==> src/rtl/bitwise_unit_pipe.sv <==
// bitwise_unit_pipe: registered 8-op bitwise unit with a 2-entry valid/ready output buffer
// Ports:
//   clk, rst_n            rising-edge clock, asynchronous active-low reset
//   in_valid, in_ready    upstream handshake; operands and op sampled on accept
//   in_a, in_b, op        operands and operation select (0 NOT a .. 7 pass a)
//   out_valid, out_ready  downstream handshake
//   out_data              head result of the buffer
//   out_zero, out_neg     flags stored alongside each buffered result
module bitwise_unit_pipe #(
    parameter int WIDTH = 16,
    parameter int OPW = 3
) (
    input  logic             clk,
    input  logic             rst_n,
    input  logic             in_valid,
    output logic             in_ready,
    input  logic [WIDTH-1:0] in_a,
    input  logic [WIDTH-1:0] in_b,
    input  logic [OPW-1:0]   op,
    output logic             out_valid,
    input  logic             out_ready,
    output logic [WIDTH-1:0] out_data,
    output logic             out_zero,
    output logic             out_neg
);
    logic [WIDTH-1:0] res;
    logic [WIDTH-1:0] data_q [2];
    logic [1:0]       zero_q;
    logic [1:0]       neg_q;
    logic             wr_ptr;
    logic             rd_ptr;
    logic [1:0]       count;
    logic             accept;
    logic             pop;

    always_comb begin
        case (op)
            3'd0:    res = ~in_a;
            3'd1:    res = in_a & in_b;
            3'd2:    res = in_a | in_b;
            3'd3:    res = in_a ^ in_b;
            3'd4:    res = ~(in_a & in_b);
            3'd5:    res = ~(in_a | in_b);
            3'd6:    res = ~(in_a ^ in_b);
            default: res = in_a;
        endcase
    end

    // in_ready depends only on the registered count, so out_ready never reaches it combinationally
    assign in_ready  = count != 2'd2;
    assign out_valid = count != 2'd0;
    assign accept    = in_valid && in_ready;
    assign pop       = out_valid && out_ready;
    assign out_data  = data_q[rd_ptr];
    assign out_zero  = zero_q[rd_ptr];
    assign out_neg   = neg_q[rd_ptr];

    always_ff @(posedge clk or negedge rst_n) begin
        if (!rst_n) begin
            data_q <= '{default: '0};
            zero_q <= '0;
            neg_q  <= '0;
            wr_ptr <= 1'b0;
            rd_ptr <= 1'b0;
            count  <= '0;
        end else begin
            if (accept) begin
                data_q[wr_ptr] <= res;
                zero_q[wr_ptr] <= res == '0;
                neg_q[wr_ptr]  <= res[WIDTH-1];
                wr_ptr         <= ~wr_ptr;
            end
            if (pop)
                rd_ptr <= ~rd_ptr;
            count <= count + {1'b0, accept} - {1'b0, pop};
        end
    end
endmodule

==> config.mk <==
export PLATFORM = sky130hd
export DESIGN_NAME = bitwise_unit_pipe
export DESIGN_NICKNAME = d
export VERILOG_FILES = /design/src/rtl/bitwise_unit_pipe.sv
export SDC_FILE = /design/constraint.sdc
export NUM_CORES = 1
export LEC_CHECK = 0
export ABC_CLOCK_PERIOD_IN_PS = 5550
export BUFFER_PORTS_ARGS = -buffer_cell sky130_fd_sc_hd__clkbuf_2
export CORE_AREA = 2 2 103 75
export CTS_CLUSTER_SIZE = 25
export DETAILED_ROUTE_END_ITERATION = 10
export DIE_AREA = 0 0 105 77
export GPL_ROUTABILITY_DRIVEN = 1
export PLACE_DENSITY = 0.78
export SLEW_MARGIN = 0
export SYNTH_ARGS = -nofsm -noshare
export SYNTH_HDL_FRONTEND = slang
export SYNTH_SLANG_ARGS = --single-unit
export TNS_END_PERCENT = 30
==> constraint.sdc <==
create_clock -name clk -period 5.55 [get_ports clk]
set_input_delay 0.8325 -clock clk [delete_from_list [all_inputs] [get_ports clk]]
set_output_delay 0.8325 -clock clk [all_outputs]
set_load 0.05 [all_outputs]
== Word level (Yosys, flattened, before mapping) ==
Cells that the tools add are included.
W data, S select, Z words.
Word-level totals
  output and inout bits: 20
  logic and storage cells: 55
  register bits: 40
  input port bits: 39
Cells by class
  mux-type cells: 15
  reductions and logical operators: 7
  magnitude comparators: 6
  equality and inequality tests: 7
  add/sub/neg operators: 2
  bitwise gates (word level): 11
Operators by type and width (number)
  $pmux W16 S7: 1
  $mux W16: 4
  $not A16 Y16: 4
  $bwmux W32: 1
  $and A16 B16 Y16: 1
  $demux W16 S1: 1
  $logic_not A16 Y1: 1
  $or A16 B16 Y16: 1
  $xor A16 B16 Y16: 1
  $eq A3 B3 Y1 const B: 3
  $eq A3 B2 Y1 const B: 2
  $mux W1: 5
  $bwmux W2: 2
  $ge A2 B2 Y1 const B: 2
  $logic_and A1 B1 Y1: 4
  $lt A1 B2 Y1 const B: 2
  $not A1 Y2: 2
  $eq A3 B1 Y1 const B: 1
  $logic_not A3 Y1: 1
  $add A2 B1 Y2: 1
  $lt A2 B1 Y1 const B: 1
  $ne A2 B2 Y1 const B: 1
  $not A1 Y1: 2
  $reduce_bool A2 Y1: 1
  other kinds (3): 3

== Longest topological paths before layout ==
  word-level depth: 6
  mapped depth: 10
  depth with buffers taken out: 8

== Worst setup path before layout ==
OpenSTA, ideal clock, no wires.
  path type: input -> register
  start: input port in_a[10]
  end: register zero_q[0]
  slack: 2.691 ns
  cell stages on the path: 7
  data arrival time: 2.756 ns
  data required time: 5.446 ns
  buffers on the path: 0
  setup time: 0.104 ns
  cells stage by stage: ha_1 -> mux2_2 -> o311a_1 -> a311o_1 -> a211o_1 -> or4b_1 -> o41ai_2
On the way
  cells in the longest elaborated chain, start to end: 5
  elaborated cells on any way between the ends: 10
  those cells by class: mux: 2; bitwise: 7; reduce/logical: 1
Ends and longest elaborated chain
  from (decl): line 17  | input logic [WIDTH-1:0] in_a,
  $xor A16 B16 Y16, or another cell as far along: line 41, 44
  $not A16 Y16 (on tied branches): line 44, 42, 43
  $pmux W16 S7 (*): line 37  | case (op)
  $logic_not A16 Y1 (*): line 69  | zero_q[wr_ptr] <= res == '0;
  $bwmux W2 (*): line 69
  to (signal assigned): line 61  | zero_q <= '0;
  to (signal, indexed assignment): line 69
  to (decl): line 28  | logic [1:0] zero_q;
Mark *: on every way between the ends. The rest lies on a longest branch, timed or not.
A chain may end at the register's enable or synchronous reset.

== Final worst setup path ==
  start: input port op[1]
  end: register zero_q[0]
On the way
  cells in the longest elaborated chain, start to end: 4
  elaborated cells on any way between the ends: 10
  those cells by class: eq/ne: 6; mux: 2; reduce/logical: 2
Ends and longest elaborated chain
  from (decl): line 19  | input logic [OPW-1:0] op,
  $eq A3 B3 Y1, or another cell as far along: line 37
  $pmux W16 S7 (*): line 37
  $logic_not A16 Y1 (*): line 69
  $bwmux W2 (*): line 69
Marked as above.

==> metrics.sh <==
DIE_AREA_SQ_UM=8090
WORST_SKEW_PAIR.LATE_LATENCY_NS=0.29
CTS_MADE_BUFFERS=5
NUMCLOCKSINKS=38
GRT_PASS1_WL_UM=12400
CLK_PATH_BUF_DEPTH=2
POST_SYNTH_FA_HA_MAJ_AREA_FRACTION=0.123
MIN_PERIOD_NS=3.23
REGTOREGENDPOINT='neg_q[0]$_DFFE_PN0P_'
YOSYS.AREA_SHARE.XOR_XNOR=0.0101
CRIT-REG2REG-LAUNCH='count[1]$_DFF_PN0_'
INITIAL_CELL_DENSITY_OF_THE_CORE=0.488
FINAL_LAYOUT_SIZE_SUFFIX_GT1_FRAC=0.343
YS_TYPES=53
CRITPATHARRIVALTIME_NS=3.42
P_LEAK_nW=1.80
RR_WORST_DEPTH=5
DRV.MAX_CAP_VIOLATION_COUNT=0
STATUS='complete, no violations'
DETAIL_ROUTE.VIAS_PER_CELL=5.79
FIRST_GLOBAL_VIAS=2709
TIMING.SETUP.TNS_NS=0
LAYOUT.CELL_AREA.NON_FILLER_SQ_UM=3870
POST_CTS_RESIZE_COUNT=0
VIAS=2848
QUANTITY_OF_HOLD_FIXING_BUFFERS_ADDED_AFTER_CTS=0
DESIGN.PORTCOUNT=59
SETUP_REPAIR_AFTER_GLOBAL_ROUTING_MISSED_ITS_MARGIN='false'
WORSTHOLDENDPOINT='data_q[15]$_DFFE_PN0P_'
FINAL_NETS=466
MAIN_COMBINATIONAL_CELL_FAMILY_BY_AREA_AFTER_SYNTHESIS='multiplexers'
POSTSYNTHAREAPERCELL_SQ_UM=9.89
CRITPATHREQUIREDTIME_NS=5.74
MIN_PERIOD_OVER_PERIOD=0.583
FP.DIEH_UM=77
TIMING.CRITICAL_PATH.CELLS='clkbuf_2, inv_1, o311a_1, a311o_1, a211o_1, or4b_1, o41ai_2'
SIMPLE_GATE_SHARE_OF_THE_SYNTHESIZED_AREA=0.0846
WORSTHOLDPATHTYPE='flip-flop to flip-flop'
CRITPATHMAXSTAGEDELAY_NS=0.56
TIMING.FMAX_MHz=309
ROUTABILITYCONGESTION=0.886
LAYOUT-AREA-OVERHEAD-VS-SYNTH_PCT=11.9
CLOCK_TREE.HTREE_LEVEL_COUNT=2
SYNTHESIS.AREA_SQ_UM=3460
INSERTEDDIODECOUNT=0
CTS-ROOT-BUF='sky130_fd_sc_hd__clkbuf_8'
CRITICAL_PATH.TOP_DELAY_FAMILY='compound AO/OA/AOI/OAI gates'
BUFS_AND_INVS_ON_WORST_PATH=2
SYNTHTOPCELLSBYAREA='sky130_fd_sc_hd__dfrtp_1 27%, sky130_fd_sc_hd__mux2_2 17%, sky130_fd_sc_hd__ha_1 12%'
WORST-PATH-MAX-FANOUT=35
SYNTH_ENABLE_FLOP_CELLS=0
SYNTHMUXAREASHARE=0.258
GLOBALROUTE.TOTALOVERFLOW=0
HOLD_PATH.STARTPOINT='data_q[15]$_DFFE_PN0P_'
POSTROUTEANTENNANETS=0
TOTALPOWERFINAL_W=0.00170
SYNTH_CELLS=350
DRTPASS1ITERATIONS=4
WIRE_PER_INST_UM=15.5
WORST-SETUP-PATH-TYPE='input pin to flip-flop'
CRIT_PATH_START_KIND='input pin'
SYNTH-MAIN-FF-CELL='sky130_fd_sc_hd__dfrtp_1'
SYNTHARSTFLOPSHARE=1.00
TIGHTEST_SLEW_NS=0.936
CTS_TREE='yes'
FP.COREAREA_SQ_UM=7090
SYNTH.TOP_CELL.AREA_SHARE=0.275
YOSYSSEQAREASHARE=0.275
OVERALL_GLOBAL_ROUTING_USAGE=0.185
WORST_PATH_MAX_DELAY_CELL='sky130_fd_sc_hd__clkbuf_2'
DRT_WL_TOTAL_UM=7610
DRC=0
WORST-R2R-SETUP-SLACK_NS=3.45
HOLD_SLACK_NS=0.506
POSTCTSSETUPREPAIRBUFS=0
DP_HPWL_UM=5680
POSTSYNTHREGISTERBITS=38
LARGEST_NET_DEGREE_AT_THE_START_OF_GLOBAL_ROUTING=53
CLOCK_SKEW_NS=0.00493
ANTENNA_FOUND_INITIAL=0
STD_CELL_ROWS=26
POST-SYNTH-TOP-AREA-CELL='sky130_fd_sc_hd__dfrtp_1'
HOLDPATHSTAGES=1
YS.WARNINGS.COUNT=0
DRV_SLEW=0
POWER_DENSITY_nW_PER_UM2=440
CLKSLEWWORSTSETUPHOLDPATHS_NS=0.07
FINAL-HOLD-VIOLATION-COUNT=0
IR_WORST_VDD_mV=0.465
SYNTH-COMPOUND-AREA-SHARE=0.178
PLACEMENT.CELL_AREA_SQ_UM=3780
CRIT_PATH_END_KIND='flip-flop'
DIE_W_UM=105
PORT_BUFFERS=58
DETAILEDROUTE.FIRSTITERATIONVIOLATIONS=164
SYNTHESIZED_NET_COUNT=423
MAXSLEWHEADROOM=0.375
FINAL-SETUP-VIOL-COUNT=0
-- cells by family after synthesis --
kind of cell / after synthesis
AO/OA/AOI/OAI: 81
XOR/XNOR: 4
adder cells (fa/ha/maj): 34
buffers and inverters: 61
flip-flops: 38
multiplexers: 74
AND/OR/NAND/NOR: 58
-- Yosys cell counts (2+ instances only) --
| cell type | instances |
|---|---|
| sky130_fd_sc_hd__o21ai_0 | 12 |
| sky130_fd_sc_hd__xnor2_1 | 3 |
| sky130_fd_sc_hd__nand2_1 | 15 |
| sky130_fd_sc_hd__o2111a_1 | 2 |
| sky130_fd_sc_hd__clkbuf_1 | 14 |
| sky130_fd_sc_hd__a21oi_1 | 9 |
| sky130_fd_sc_hd__mux2i_1 | 15 |
| sky130_fd_sc_hd__nor2_1 | 17 |
| sky130_fd_sc_hd__buf_4 | 3 |
| sky130_fd_sc_hd__buf_2 | 7 |
| sky130_fd_sc_hd__o32ai_1 | 3 |
| sky130_fd_sc_hd__nor2b_1 | 2 |
| sky130_fd_sc_hd__nand2b_1 | 3 |
| sky130_fd_sc_hd__a2111oi_0 | 2 |
| sky130_fd_sc_hd__nand4_1 | 2 |
| sky130_fd_sc_hd__a221o_1 | 3 |
| sky130_fd_sc_hd__dfrtp_1 | 38 |
| sky130_fd_sc_hd__or2_2 | 2 |
| sky130_fd_sc_hd__o221ai_1 | 5 |
| sky130_fd_sc_hd__a2111o_1 | 3 |
| sky130_fd_sc_hd__ha_1 | 34 |
| sky130_fd_sc_hd__a31oi_1 | 4 |
| sky130_fd_sc_hd__o2111ai_1 | 4 |
| sky130_fd_sc_hd__nor3_1 | 3 |
| sky130_fd_sc_hd__nand3_1 | 2 |
| sky130_fd_sc_hd__mux2_2 | 52 |
| sky130_fd_sc_hd__a31o_2 | 3 |
| sky130_fd_sc_hd__inv_2 | 2 |
| sky130_fd_sc_hd__and3b_1 | 3 |
| sky130_fd_sc_hd__and2_1 | 4 |
| sky130_fd_sc_hd__o211ai_1 | 13 |
| sky130_fd_sc_hd__a211oi_1 | 6 |
| sky130_fd_sc_hd__mux4_2 | 7 |
| sky130_fd_sc_hd__inv_1 | 34 |
-- cells in the final DEF, fill, tap and decap left out, types with 5 or more instances in the layout --
master,synthesis,layout
sky130_fd_sc_hd__clkbuf_8,0,6
sky130_fd_sc_hd__dfrtp_1,38,38
sky130_fd_sc_hd__ha_1,34,34
sky130_fd_sc_hd__a211oi_1,6,6
sky130_fd_sc_hd__mux2i_1,15,15
sky130_fd_sc_hd__inv_1,34,34
sky130_fd_sc_hd__nand2_1,15,15
sky130_fd_sc_hd__o221ai_1,5,5
sky130_fd_sc_hd__nor2_1,17,17
sky130_fd_sc_hd__a21oi_1,9,9
sky130_fd_sc_hd__o211ai_1,13,13
sky130_fd_sc_hd__mux4_2,7,7
sky130_fd_sc_hd__clkbuf_2,0,58
sky130_fd_sc_hd__o21ai_0,12,12
sky130_fd_sc_hd__mux2_2,52,52
-- routing by layer --
metal	part of all wire	track usage
met5	0	0
met2	0.47	0.311
met1	0.46	0.244
met3	0.051	0.0417
met4	0.013	0.0400
-- stage by stage --
| stage | util | worst slack, ns | cells |
|---|---|---|---|
| after floorplan | - | 2.69 | 350 |
| after global placement | 0.533 | 2.09 | 484 |
| after detailed placement | 0.533 | 2.03 | 484 |
| after CTS | 0.546 | 2.34 | 492 |
| after global routing | 0.546 | 2.19 | 492 |
| final | 0.546 | 2.32 | 492 |
-- registers in the layout, summed over array words and instances, names as in the netlist --
| register | flops |
|---|---|
| rd_ptr | 1 |
| neg_q | 1 |
| count | 2 |
| zero_q | 2 |
| wr_ptr | 1 |
| data_q | 31 |
-- worst register-to-register path, cell delays in order (launching register included) --
cell and delay, ns:
sky130_fd_sc_hd__dfrtp_1 0.41, sky130_fd_sc_hd__nand2b_1 0.13, sky130_fd_sc_hd__nand2_1 0.16, sky130_fd_sc_hd__nor2_1 0.64, sky130_fd_sc_hd__buf_4 0.30, sky130_fd_sc_hd__mux2_2 0.35
-- how the worst max path moves through the flow --
stage | cells past startpoint | from | slack (ns) | endpoint
after detailed placement | 7 | op[1] | 2.03 | zero_q[0]$_DFFE_PN0P_
final | 7 | op[1] | 2.32 | zero_q[0]$_DFFE_PN0P_
after CTS | 7 | op[1] | 2.34 | zero_q[0]$_DFFE_PN0P_
after global placement | 7 | op[1] | 2.09 | zero_q[0]$_DFFE_PN0P_
after floorplan | 7 | in_a[10] | 2.69 | zero_q[0]$_DFFE_PN0P_
after global routing | 8 | op[2] | 2.19 | zero_q[0]$_DFFE_PN0P_
-- power breakdown --
part / switching, W / internal (W)
clock network: 0.0000948 / 0.000100
registers: 0.0000940 / 0.000413
logic: 0.000627 / 0.000375
-- layout make-up --
cell class | instances | area (sq um)
inverters | 36 | 135
multi-input cells | 251 | 2260
flip-flops and latches | 38 | 951
fillers | 650 | 3220
clock buffers | 7 | 86.3
well taps | 98 | 123
clock inverters | 1 | 5.00
repair buffers | 61 | 313
(Power assumes the default switching activity.)
